===== src/rtl/mips_exec_sequencer_if.sv =====
// Sequencer bus: board controls, core handshake and display/status signals.
// The sequencer sits on the slave side; the board/core drives the master side.
interface mips_exec_sequencer_if #(
    parameter int AW = 5,
    parameter int CW = 8
);
    logic          start;
    logic          step;
    logic          pause;
    logic          clear;
    logic          halt;
    logic          pc_branch;
    logic [AW-1:0] next_inst_addr;
    logic [AW-1:0] curr_inst_addr;
    logic          core_en;
    logic [2:0]    state;
    logic          busy;
    logic          done;
    logic          timeout;
    logic [CW-1:0] instr_count;
    logic [CW-1:0] branch_count;

    modport master (
        output start, step, pause, clear, halt, pc_branch, next_inst_addr,
        input  curr_inst_addr, core_en, state, busy, done, timeout,
               instr_count, branch_count
    );

    modport slave (
        input  start, step, pause, clear, halt, pc_branch, next_inst_addr,
        output curr_inst_addr, core_en, state, busy, done, timeout,
               instr_count, branch_count
    );
endinterface


===== src/rtl/mips_exec_sequencer.sv =====
// Run controller for the single-cycle MIPS core: owns the PC, gates commits
// through core_en, and keeps the instruction/branch counters and watchdog.
module mips_exec_sequencer #(
    parameter int AW        = 5,
    parameter int CW        = 8,
    parameter int MAX_INSTR = 255
) (
    input logic                 clk,
    input logic                 reset,
    mips_exec_sequencer_if.slave bus
);
    typedef enum logic [2:0] {
        IDLE    = 3'd0,
        RUN     = 3'd1,
        STEP    = 3'd2,
        HALTED  = 3'd3,
        TIMEOUT = 3'd4
    } state_t;

    localparam logic [CW-1:0] MAX_COUNT = CW'(MAX_INSTR);

    state_t        state_q;
    logic [AW-1:0] pc_q;
    logic [CW-1:0] instr_q;
    logic [CW-1:0] branch_q;
    logic          active;
    logic [CW-1:0] instr_inc;
    logic [CW-1:0] branch_inc;
    logic          watchdog;

    assign active     = (state_q == RUN) || (state_q == STEP);
    assign instr_inc  = instr_q + 1'b1;
    assign branch_inc = (bus.pc_branch && (branch_q != '1)) ? branch_q + 1'b1 : branch_q;
    // The watchdog looks at the count this commit is about to produce.
    assign watchdog   = (instr_inc == MAX_COUNT);

    assign bus.core_en        = active && !bus.halt && !bus.clear;
    assign bus.curr_inst_addr = pc_q;
    assign bus.state          = state_q;
    assign bus.busy           = active;
    assign bus.done           = (state_q == HALTED);
    assign bus.timeout        = (state_q == TIMEOUT);
    assign bus.instr_count    = instr_q;
    assign bus.branch_count   = branch_q;

    // HALT in RUN/STEP never commits: PC parks on the HALT address.
    always_ff @(posedge clk or negedge reset) begin
        if (!reset) begin
            state_q  <= IDLE;
            pc_q     <= '0;
            instr_q  <= '0;
            branch_q <= '0;
        end else if (bus.clear) begin
            state_q  <= IDLE;
            pc_q     <= '0;
            instr_q  <= '0;
            branch_q <= '0;
        end else begin
            case (state_q)
                IDLE: begin
                    if (bus.start) begin
                        state_q <= RUN;
                    end else if (bus.step) begin
                        state_q <= STEP;
                    end
                end
                RUN, STEP: begin
                    if (bus.halt) begin
                        state_q <= HALTED;
                    end else begin
                        pc_q     <= bus.next_inst_addr;
                        instr_q  <= instr_inc;
                        branch_q <= branch_inc;
                        if (watchdog) begin
                            state_q <= TIMEOUT;
                        end else if ((state_q == STEP) || bus.pause) begin
                            state_q <= IDLE;
                        end
                    end
                end
                HALTED, TIMEOUT: begin
                    state_q <= state_q;
                end
                default: begin
                    state_q <= IDLE;
                end
            endcase
        end
    end
endmodule


===== src/flat_wrapper.sv =====
// flat-port wrapper written by rule: the top's interface ports become plain ports
module mips_exec_sequencer_flat 
#(
    parameter int AW        = 5,
    parameter int CW        = 8,
    parameter int MAX_INSTR = 255
)
  (clk, reset, bus_start, bus_step, bus_pause, bus_clear, bus_halt, bus_pc_branch, bus_next_inst_addr, bus_curr_inst_addr, bus_core_en, bus_state, bus_busy, bus_done, bus_timeout, bus_instr_count, bus_branch_count);
  mips_exec_sequencer_if #(.AW(AW), .CW(CW)) bus_i ();
  input logic clk;
  input logic reset;
  input wire logic [$bits(bus_i.start)-1:0] bus_start;
  input wire logic [$bits(bus_i.step)-1:0] bus_step;
  input wire logic [$bits(bus_i.pause)-1:0] bus_pause;
  input wire logic [$bits(bus_i.clear)-1:0] bus_clear;
  input wire logic [$bits(bus_i.halt)-1:0] bus_halt;
  input wire logic [$bits(bus_i.pc_branch)-1:0] bus_pc_branch;
  input wire logic [$bits(bus_i.next_inst_addr)-1:0] bus_next_inst_addr;
  output wire logic [$bits(bus_i.curr_inst_addr)-1:0] bus_curr_inst_addr;
  output wire logic [$bits(bus_i.core_en)-1:0] bus_core_en;
  output wire logic [$bits(bus_i.state)-1:0] bus_state;
  output wire logic [$bits(bus_i.busy)-1:0] bus_busy;
  output wire logic [$bits(bus_i.done)-1:0] bus_done;
  output wire logic [$bits(bus_i.timeout)-1:0] bus_timeout;
  output wire logic [$bits(bus_i.instr_count)-1:0] bus_instr_count;
  output wire logic [$bits(bus_i.branch_count)-1:0] bus_branch_count;
  assign bus_i.start = bus_start;
  assign bus_i.step = bus_step;
  assign bus_i.pause = bus_pause;
  assign bus_i.clear = bus_clear;
  assign bus_i.halt = bus_halt;
  assign bus_i.pc_branch = bus_pc_branch;
  assign bus_i.next_inst_addr = bus_next_inst_addr;
  assign bus_curr_inst_addr = bus_i.curr_inst_addr;
  assign bus_core_en = bus_i.core_en;
  assign bus_state = bus_i.state;
  assign bus_busy = bus_i.busy;
  assign bus_done = bus_i.done;
  assign bus_timeout = bus_i.timeout;
  assign bus_instr_count = bus_i.instr_count;
  assign bus_branch_count = bus_i.branch_count;
  mips_exec_sequencer #(.AW(AW), .CW(CW), .MAX_INSTR(MAX_INSTR)) u_core (.clk(clk), .reset(reset), .bus(bus_i));
endmodule

===== config.mk =====
export PLATFORM = sky130hd
export DESIGN_NAME = mips_exec_sequencer_flat
export DESIGN_NICKNAME = d
export VERILOG_FILES = /design/src/rtl/mips_exec_sequencer_if.sv /design/src/rtl/mips_exec_sequencer.sv /design/src/flat_wrapper.sv
export SDC_FILE = /design/constraint.sdc
export NUM_CORES = 1
export LEC_CHECK = 0
export CORE_UTILIZATION = 40
export DETAILED_ROUTE_END_ITERATION = 10
export PLACE_DENSITY = 0.77
export SKIP_LAST_GASP = 1
export SLEW_MARGIN = 30
export SYNTH_ARGS = -nofsm -noshare
export SYNTH_HDL_FRONTEND = slang
export SYNTH_SLANG_ARGS = --single-unit

===== constraint.sdc =====
create_clock -name clk -period 1.89 [get_ports clk]
set_input_delay 0.2835 -clock clk [delete_from_list [all_inputs] [get_ports clk]]
set_output_delay 0.2835 -clock clk [all_outputs]
set_load 0.03 [all_outputs]

**Word level (Yosys, flattened, before mapping)**

Cells that the tools add are included.

- Register bits: 24
- Latch bits: 0
- Memory bits (writable): 0
- Memory bits (read-only): 0
- Input bits: 13
- Output and inout bits: 28
- Logic and storage cells: 48
- Memories: 0

- Add/subtract/negate cells: 2
- $mul: 0
- Divide/modulo/power cells: 0
- Order comparisons: 0
- Eq/ne operators: 10
- Shift operators: 0
- Muxes and demuxes: 17
- Bitwise operators: 0
- Reduce and logical (&&, ||, !) cells: 15

Operator list:

| operator | number |
|---|---|
| two-way mux 8 bit | 7 |
| two-way mux 3 bit | 6 |
| adder 8 x 1 -> 8 bit (second input constant) | 2 |
| two-way mux 5 bit | 3 |
| one-hot mux 3 bit (3 select lines) | 1 |
| == test 8 bit (second input constant) | 1 |
| inequality test 8 bit (second input constant) | 1 |
| == test 3 x 2 -> 1 bit (second input constant) | 2 |
| AND reduction 3 bit | 2 |
| inequality test 5 x 3 -> 1 bit (second input constant) | 1 |
| inequality test 2 bit (second input constant) | 2 |
| inequality test 4 bit (second input constant) | 1 |
| nonzero test 2 bit | 2 |
| OR reduction 2 bit | 2 |
| == test 3 x 1 -> 1 bit (second input constant) | 1 |
| == test 3 bit (second input constant) | 1 |
| logical AND 1 bit | 3 |
| logical NOT 3 bit | 1 |
| logical NOT 1 bit | 2 |
| logical OR 1 bit | 2 |
| AND reduction 2 bit | 1 |

**Longest topological paths before layout**

- Word-level depth: 7
- Gate-level depth with buffers: 7
- Mapped depth without buffers: 6

**Worst setup path after synthesis**

OpenSTA, ideal clock, no wires.

- Kind: reg-to-output
- Start point: register u_core.state_q[1], in the netlist u_core.bus.state[1]
- End point: output bus_timeout
- Arrival time: 1468 ps
- Required time: 1607 ps
- Path slack: 138 ps
- Cell stages (with the launch flop): 3
- Path buffers: 1
- Path through: dfrtp_1 buf_4 nor3b_1

- Cells in the longest elaborated chain, start to end: 1

Ends and longest elaborated chain:

| what | RTL line | RTL |
|---|---|---|
| from (decl) | mips_exec_sequencer.sv:22 | `state_t state_q;` |
| from (signal assigned) | mips_exec_sequencer.sv:82 | `state_q <= state_q;` |
| == test 3 bit | mips_exec_sequencer.sv:42 | `assign bus.timeout = (state_q == TIMEOUT);` |
| to (decl) | flat_wrapper.sv:24 | `output wire logic [$bits(bus_i.timeout)-1:0] bus_timeout;` |

No other way between the ends.

**Worst setup path after layout**

- Start point: register u_core.state_q[0], in the netlist u_core.bus.state[0]
- End point: output bus_busy

- Cells in the longest elaborated chain, start to end: 2
- Elaborated cells between the ends (all ways): 3
- Classes of those cells: 2 x eq/ne; 1 x reduce/logical

Ends and longest elaborated chain:

| what | RTL line | RTL |
|---|---|---|
| == test 3 x 1 -> 1 bit / == test 3 x 2 -> 1 bit (equally long branches) | mips_exec_sequencer.sv:31 | `assign active = (state_q == RUN) \|\| (state_q == STEP);` |
| logical OR 1 bit (*) | mips_exec_sequencer.sv:31 |  |
| to (decl) | flat_wrapper.sv:22 | `output wire logic [$bits(bus_i.busy)-1:0] bus_busy;` |

Every way passes the cells marked *; elsewhere a longest branch is shown, timed or not.

==> impl_results.md <==
- DRT Pass-1 Iters: 4
- Setup TNS: 0 ps
- GPL Wtd Cong: 0.8735
- Slew Limit Headroom: about four fifths
- Routed wire length: around 3000 um
- Core box area: ~3000 um2
- Root buffer cell: clkbuf_4
- CP max stage delay: 490 ps
- EDFF count, synth: 0
- Power per Cell Area: 621.7 nW/um2
- Static leakage: 0.8006 nW
- CTS tree: yes
- Clk sinks: 24
- Worst path slowest cell: dfrtp_1
- Initial antenna violation count: 0
- Global Route Usage Sum: 19.16%
- Mapped Area: 1281 um2
- Final setup violation count: 0
- Hold buffers post-CTS: 0
- Minimum clock period: 1810 ps
- DRT iter0 DRCs: 45
- Vias/cell: 5.048
- Vias: 1151
- Part of the Yosys area used for sequential elements: 46.88%
- Dpl cell area: 1753 um2
- First-pass GRT wire length: 5085 um
- Number of port buffers: 40
- Max cap viols: 0
- Type of the worst min-delay path: in2async
- Filler instances: 303
- Largest net degree at the start of global routing: 25
- RSZ-0062 raised after global routing: no
- Crit share post-route: 95.77%
- Critical path arrival: 1530 ps
- Wire length per cell: 13.06 um
- Ports: a little over 40
- CP Launch Type: register
- Slew Limit Fails: 0
- DP HPWL: 2225 um
- Post-Syn Nets: 157
- CTS H-Tree Depth: 1
- Crit path cell chain: xnor2_2 > nor2_1 > dlygate4sd2_1
- Final Instance Area: 1779 um2
- Initial Util: 41.97%
- FFs w/ async S/R, synth: between 90% and 100%
- Number of buffers created by CTS: 3
- Synth-to-layout area growth: 38.87%
- Critical Path Sink Type: primary output
- CP required: 1610 ps
- Final hold slack: approximately 320 ps
- Grt total ovfl: 0
- Diodes inserted: 0
- Yosys warning count: 0
- Nets: 202
- Post-synth cell types: 27
- Worst-Skew Late Latency: 300 ps
- Final cell count without fillers: roughly 230
- Status: finished, final reports clean
- Maximum VDD drop: 0.0003351 V
- Avg Cell Area, Syn: 9.087 um2
- DIE AREA: 3433 um2
- Crit path kind: reg2out
- Crit path buffers/inverters: 1
- DRC: 0
- Worst Clk Skew: 1.928 ps
- Crit path max-delay family: flip-flops
- Row Count: 20
- Cell count after synthesis: between 100 and 150
- Hold Vio Cnt, Final: 0
- Routed Antenna Nets: 0
- Synth Register Bits: 24
- Fmax achieved: between 0.5 and 0.6 GHz
- Share of cells above drive strength 1: 7.609%
- CTS clock-pin slew for the worst setup and hold paths: 120 ps
- Die extent in y: slightly below 60 um
- Most common cell after layout, fill and taps aside: clkdlybuf4s50_1
- Vias in the first global route: 1185
- Die width: about 60 um
- CP Max Fanout: 7
- Post-placement cell count: between 200 and 250
- Worst slew pin tran: roughly 320 ps
- Predominant post-synthesis flop cell: dfrtp_1
- Commonest non-fill, non-tap cells in the layout: clkdlybuf4s50_1, nor2_1, dfrtp_1, nand2_1, xor2_1
- Clk buf depth: 2
-- per-stage QoR --
stage | util (%) | worst slack (ps) | power [W]
4_1_cts | 58.32 | 56.63 | 0.001119
5_1_grt | 58.28 | 1.986 | 0.001166
6_report | 58.28 | 79.86 | 0.001106
2_1_floorplan | - | 138.5 | 0.0007563
3_3_place_gp | 57.42 | 174.6 | 0.0008891
3_5_place_dp | 57.42 | 63.98 | 0.0009042
-- worst paths after layout --
check                      cells after the start  slack, ps                      endpoint                          from
hold reg to reg                                2        530  u_core.bus.curr_inst_addr[1]  u_core.bus.curr_inst_addr[1]
min in group clk                               3        520  u_core.bus.curr_inst_addr[2]         bus_next_inst_addr[2]
max in group asynchronous                      2       1310           u_core.bus.state[1]                         reset
hold / removal                                 2        320     u_core.bus.instr_count[2]                         reset
setup reg to reg                               6        250    u_core.bus.branch_count[0]           u_core.bus.state[0]
setup / recovery                               3         80                      bus_busy           u_core.bus.state[0]
-- worst register-to-register path, stage by stage (launching register included) --
cell	delay, ps
dfrtp_1	490
xnor2_2	210
nor3_2	150
buf_4	270
nand3_1	170
xnor2_1	180
nor2_1	60
-- cells by family after synthesis --
logic type | synth area share (%)
adder cells (fa/ha/maj) | 2.930
buffers and inverters | 3.613
AO/OA/AOI/OAI | 6.055
XOR/XNOR | 12.99
AND/OR/NAND/NOR | 26.76
multiplexers | 0.7813
flip-flops | 46.88
-- cell usage after synthesis (4+ instances only) --
library cell,n,area (um2)
and3_1,4,25.02
nand2_1,18,67.56
buf_2,4,20.02
xnor2_1,7,61.31
inv_1,4,15.01
nand3_1,4,20.02
nand4_1,9,56.30
a21oi_1,6,30.03
xor2_1,12,105.1
nor2_1,25,93.84
dfrtp_1,24,600.6
and2_1,4,25.02
-- area by class of cell --
type | count | area [um2] | share of cell area, %
clock buffers | 3 | 22.52 | 1.266
inverters | 4 | 15.01 | 0.8439
flip-flops and latches | 24 | 601.8 | 33.83
multi-input cells | 107 | 646.9 | 36.36
well taps | 44 | 55.05 | 3.094
repair buffers | 46 | 437.9 | 24.61
-- report_power, final --
group,internal (W),switching (W)
Clock,0.0000743,0.000139
Sequential,0.000539,0.0000345
Combinational,0.000132,0.000187
-- state kept, by name, summed over array words and instances (netlist names) --
register / count
u_core.bus.state: 3
u_core.bus.curr_inst_addr: 5
u_core.bus.instr_count: 8
u_core.bus.branch_count: 8
-- per-layer routing --
metal / part of all wire (%) / up-vias / global-route usage (%)
li1: - / 561 / -
met1: 44 / 557 / 23.61
met2: 51 / 31 / 34.48
met3: 5.1 / 2 / 2.857
met4: 0.20 / 0 / 6.122
met5: 0 / - / 0
-- what timing repair did --
| action | 4_1_cts | 5_1_grt |
|---|---|---|
| buffers inserted | 0 | 0 |
| endpoints found under the setup margin | 3 | 3 |
| cloned | 0 | 0 |
| gates resized for setup | 5 | 4 |
(Power assumes the default switching activity.)
==> edit 1 (same flow settings) <==
Put a register stage on the output `bus.timeout`, without a reset. The value now appears one clock later.
--- a/src/rtl/mips_exec_sequencer.sv
+++ b/src/rtl/mips_exec_sequencer.sv
@@ -39,7 +39,9 @@
     assign bus.state          = state_q;
     assign bus.busy           = active;
     assign bus.done           = (state_q == HALTED);
-    assign bus.timeout        = (state_q == TIMEOUT);
+    always_ff @(posedge clk) begin
+        bus.timeout <= (state_q == TIMEOUT);
+    end
     assign bus.instr_count    = instr_q;
     assign bus.branch_count   = branch_q;
 
Formal check against the unedited RTL: no difference found for any inputs over 10 cycles, from zero or initial values and one cycle with reset low; that may be too few to reach the edited logic, so the function may still have changed.
==> edit 1 against the unedited design <==
  * Cell area up 0.84%
  * Combinational power down 3%
  * Register-to-register slack better by 0.05 ns
  * Sequential cell count up 1
  * Total power up 3.3%
  * Routed wire length down 1.3%
  * Die area up 1.5%
  * Global-route usage down 0.29 points
  * Utilization about the same
  * Clock power up 11%
  * Worst setup slack worse by 0.014 ns
  * Area after synthesis up 1.6%
  * Critical path depth down 2
  * Critical path type unchanged
  * Critical endpoint is now bus_branch_count[2]
  * Largest cell class unchanged
  * Highest routed layer unchanged
==> edit 1: results (changes against the unedited design) <==
critPathSlowestCell: "clkdlybuf4s50_1"
gr-usage-all-layers_pct: 18.9  # -0.29 points
ys_types: 28  # +3.7%
cpLargestDelayFamily: "buffers and inverters"
gp_congestion: 0.867  # -0.73%
antenna_found_initial: 0  # unchanged
grt_pass1_wl_um: 4970  # -2.2%
dpl.hpwl_um: 2090  # -6.0%
critPathArrivalTime_ns: 1.54
irDropWorstVdd_uv: 344  # +2.5%
drt_pass1_iterations: 4  # unchanged
skew_ns: 0.0109  # +0.00898 ns
syn_nets: 158  # +0.64%
grt_pass1_vias: 1124  # -5.1%
hp-class: "in -> async"
clk_pin_slew_worst_paths_ns: 0.14  # +0.02 ns
cts_inserted_buffers: 3  # unchanged
yosys_warnings: 0  # unchanged
synth_xor_area_share_pct: 12.8  # -0.20 points
nFillCells: 276  # -8.9%
slew_viol_final: 0  # unchanged
wl_met3_um: 140  # -7.3%
wl_met1_um: 1370  # +4.8%
cp_max_fo: 6  # -1
synth_commonest_cells: "nor2_1, dfrtp_1, nand2_1, xor2_1, nand4_1"
synth_ff_type: "dfrtp_1"
r2r_setup_slack_ns: 0.30  # +0.05 ns
total_leakage_power_uw: 0.000801  # about the same
fin_crit_ns: 1.82  # +0.0140 ns
synthTopCellsByArea: "dfrtp_1, xor2_1, nor2_1, nand2_1, xnor2_1"
drtIter0Drc: 72  # +60%
synth_compound_area_share_pct: 5.96  # -0.093 points
status: "complete, no violations"
clk_path_buf_depth: 2  # unchanged
synth.area.mux_share_pct: 0.769  # -0.012 points
highest-signal-layer: "met4"
pre_cts_ws_ns: 0.127  # +0.0634 ns
seq_area_frac_synth_pct: 47.7  # +0.82 points
root_buffer: "clkbuf_4"
port_buffers: 40  # unchanged
slew_headroom_pct: 78.6  # +0.12 points
viasPerCell: 4.97  # -1.6%
path_buf_inv: 1  # unchanged
route.met2.wl_um: 1400  # -7.8%
synthArstFlopShare_pct: 96.0  # -4.0 points
synth_fa_ha_area_share_pct: 2.88  # -0.045 points
fin_nets: 201  # -0.50%
wl_um: 2940  # -1.3%
antennaDiodeCount: 0  # unchanged
htreeDepth: 1  # unchanged
insertion_delay_ns: 0.32  # +0.02 ns
grt_max_degree: 25  # unchanged
cp_slowest_stage_delay_ns: 0.72  # +0.23 ns
drive_above_1_share_pct: 6.52  # -1.1 points
==> edit 1: cell count changes after synthesis, sizes merged <==
cell / before / now
dfxtp: 0 / 1
==> edit 1: layout make-up <==
cell class | count | area, um2 | area share [%]
multi-input cells | 107 | 647 | 36.1
flip-flops and latches | 25 | 622 | 34.7
clock inverters | 1 | 5.00 | 0.279
well taps | 44 | 55.1 | 3.07
inverters | 4 | 15.0 | 0.837
repair buffers | 44 | 428 | 23.8
clock buffers | 3 | 22.5 | 1.26
==> edit 1: path summary, 6_finish.rpt <==
| kind | from | cells after the start | to |
|---|---|---|---|
| worst max-delay path | u_core.bus.branch_count[2] | 1 | bus_branch_count[2] |
| worst min-delay path | reset | 2 | u_core.bus.branch_count[5] |
| worst max register to register | u_core.bus.state[0] | 6 | u_core.bus.branch_count[7] |
| worst min register to register | u_core.bus.curr_inst_addr[3] | 2 | u_core.bus.curr_inst_addr[3] |
| max in group asynchronous | reset | 2 | u_core.bus.state[1] |
| min in group clk | bus_next_inst_addr[3] | 3 | u_core.bus.curr_inst_addr[3] |
==> edit 1: cells by family (layout without fill, tap and decap cells) <==
family,Yosys count,in the layout
AO/OA/AOI/OAI,12,12
buffers and inverters,10,52
multiplexers,1,1
AND/OR/NAND/NOR,72,72
adder cells (fa/ha/maj),3,3
XOR/XNOR,19,19
flip-flops,25,25
==> edit 1: where the power goes <==
group	total (uW)	switching (uW)	internal, uW	leakage, uW
logic	312	181	131	0.000446
clock network	236	157	79.2	0.0000177
registers	595	35.0	560	0.000337
==> edit 1: what timing repair did <==
action,4_1_cts,5_1_grt
pin swaps,0,0
cloned,0,0
setup endpoints to repair,2,3
buffers inserted,0,0
resized for setup,3,2
==> edit 1: metal layers <==
layer | track usage, % | vias up
met2 | 31.0 | 34
met4 | 7.82 | 0
li1 | - | 567
met3 | 2.84 | 4
met1 | 25.0 | 528
met5 | 0 | -
==> edit 1: stage by stage <==
step / hold slack [ns] / cell area [um2] / cells
floorplan: -0.0121 / 1300 / 142
global placement: 0.514 / 1760 / 224
detailed placement: 0.520 / 1760 / 224
CTS: 0.306 / 1780 / 228
global route: 0.314 / 1790 / 228
finish: 0.298 / 1790 / 228
==> edit 2 (config.mk and constraints unchanged) <==
Made on the original files. `CW` is set to 8 in 3 places; all go to 12.
--- a/src/rtl/mips_exec_sequencer_if.sv
+++ b/src/rtl/mips_exec_sequencer_if.sv
@@ -2,7 +2,7 @@
 // The sequencer sits on the slave side; the board/core drives the master side.
 interface mips_exec_sequencer_if #(
     parameter int AW = 5,
-    parameter int CW = 8
+    parameter int CW = 12
 );
     logic          start;
     logic          step;
--- a/src/rtl/mips_exec_sequencer.sv
+++ b/src/rtl/mips_exec_sequencer.sv
@@ -2,7 +2,7 @@
 // through core_en, and keeps the instruction/branch counters and watchdog.
 module mips_exec_sequencer #(
     parameter int AW        = 5,
-    parameter int CW        = 8,
+    parameter int CW        = 12,
     parameter int MAX_INSTR = 255
 ) (
     input logic                 clk,
--- a/src/flat_wrapper.sv
+++ b/src/flat_wrapper.sv
@@ -2,7 +2,7 @@
 module mips_exec_sequencer_flat 
 #(
     parameter int AW        = 5,
-    parameter int CW        = 8,
+    parameter int CW        = 12,
     parameter int MAX_INSTR = 255
 )
   (clk, reset, bus_start, bus_step, bus_pause, bus_clear, bus_halt, bus_pc_branch, bus_next_inst_addr, bus_curr_inst_addr, bus_core_en, bus_state, bus_busy, bus_done, bus_timeout, bus_instr_count, bus_branch_count);
Ports: changed (resized bus_branch_count and bus_instr_count); port bits go from 41 to 49. The function was not compared with the original's and may differ.
==> edit 2 against the unedited design <==
  * Sequential cell count increased by 8
  * First-iteration DRC count increased by 82%
  * Hold slack improved by 0.081 ns
  * Sequential share of layout area decreased by 3.1 points
  * Worst setup slack got worse by 0.025 ns
  * Final cell count increased by 42%
  * Area after synthesis increased by 43%
  * Total power increased by 49%
  * Sequential power increased by 29%
  * Register-to-register slack got worse by 0.12 ns
  * Routed wire length increased by 44%
  * Cell area increased by 47%
  * Largest cell class unchanged
==> edit 2: results (changes against the unedited design) <==
antenna_found_initial: 0  # unchanged
synthTopCellsByArea: "dfrtp_1, xnor2_1, nor2_1, nand2_1, xor2_1"
cp_max_fo: 5  # -2
total_leakage_power_uw: 0.00114  # +42%
irDropWorstVdd_uv: 445  # +33%
wl_met1_um: 2030  # +56%
pre_cts_ws_ns: -0.0463  # -0.110 ns
root_buffer: "clkbuf_8"
grt_use_met2_pct: 29.6  # -4.9 points
syn_nets: 219  # +39%
seq_area_frac_synth_pct: 43.8  # -3.1 points
synth_fa_ha_area_share_pct: 2.05  # -0.88 points
route.met2.wl_um: 1940  # +28%
synth.area.mux_share_pct: 1.09  # +0.31 points
dpl_cell_area_mm2: 0.00250  # +43%
ys_types: 40  # +48%
status: "complete, no violations"
synth_commonest_cells: "dfrtp_1, nor2_1, nand2_1, xnor2_1, a21oi_1"
grtUsageMet3_pct: 4.94  # +2.1 points
worst_pin_slew_ns: 0.413  # +0.0913 ns
synth_cells: 203  # +44%
dp_cells: 316  # +40%
cp_slowest_stage_delay_ns: 0.40  # -0.09 ns
synthArstFlopShare_pct: 100  # unchanged
critPathSlowestCell: "dfrtp_1"
post_cts_buffers: 0  # unchanged
synth_xor_area_share_pct: 12.4  # -0.61 points
clk_pin_slew_worst_paths_ns: 0.07  # -0.05 ns
synth_compound_area_share_pct: 8.69  # +2.6 points
skew_ns: 0.00479  # +0.00287 ns
cts_inserted_buffers: 5  # +2
met1_usage_pct: 26.7  # +3.1 points
p_sw_uw: 483  # +34%
grt_pass1_vias: 1615  # +36%
dpl.hpwl_um: 3150  # +42%
gr-usage-all-layers_pct: 19.6  # +0.43 points
insertion_delay_ns: 0.28  # -0.02 ns
port_buffers: 48  # +20%
gp_congestion: 0.851  # -2.6%
vias: 1704  # +48%
avgRoutedWirePerCell_um: 13.2  # +1.4%
wl_met3_um: 238  # +58%
grt_max_degree: 33  # +32%
htreeDepth: 2  # +1
drtIter0Drc: 82  # +82%
cts_resized: 4  # -1
wl_um: 4290  # +44%
grt_pass1_wl_um: 7560  # +49%
critPathArrivalTime_ns: 1.55  # +0.02 ns
cpLargestDelayFamily: "simple AND/OR/NAND/NOR gates"
drive_above_1_share_pct: 14.3  # +6.7 points
fin_nets: 287  # +42%
## edit 2: power by group through the flow
stage | sequential [uW] | combinational, uW | clock, uW
2_1_floorplan | 803 | 133 | 0
3_3_place_gp | 744 | 361 | 0
3_5_place_dp | 745 | 363 | 0
4_1_cts | 733 | 365 | 566
5_1_grt | 740 | 401 | 596
6_report | 737 | 366 | 545
## edit 2: path summary, 6_finish.rpt
kind	start	end	slack [ns]	cells past startpoint
min reg2reg	u_core.bus.state[2]	u_core.bus.state[0]	0.47	1
min in group clk	u_core.bus.state[2]	u_core.bus.state[0]	0.47	1
max in group asynchronous	reset	u_core.bus.instr_count[3]	1.16	2
min	reset	u_core.bus.branch_count[6]	0.40	2
max	u_core.bus.state[2]	bus_core_en	0.06	5
max reg2reg	u_core.bus.instr_count[0]	u_core.bus.state[0]	0.13	6
## edit 2: cell type report
class                   count  area [um2]
multi-input cells         156         995
flip-flops and latches     32         803
inverters                   8        30.0
repair buffers             68         628
fillers                   398        1770
well taps                  52        65.1
clock buffers               8        90.1
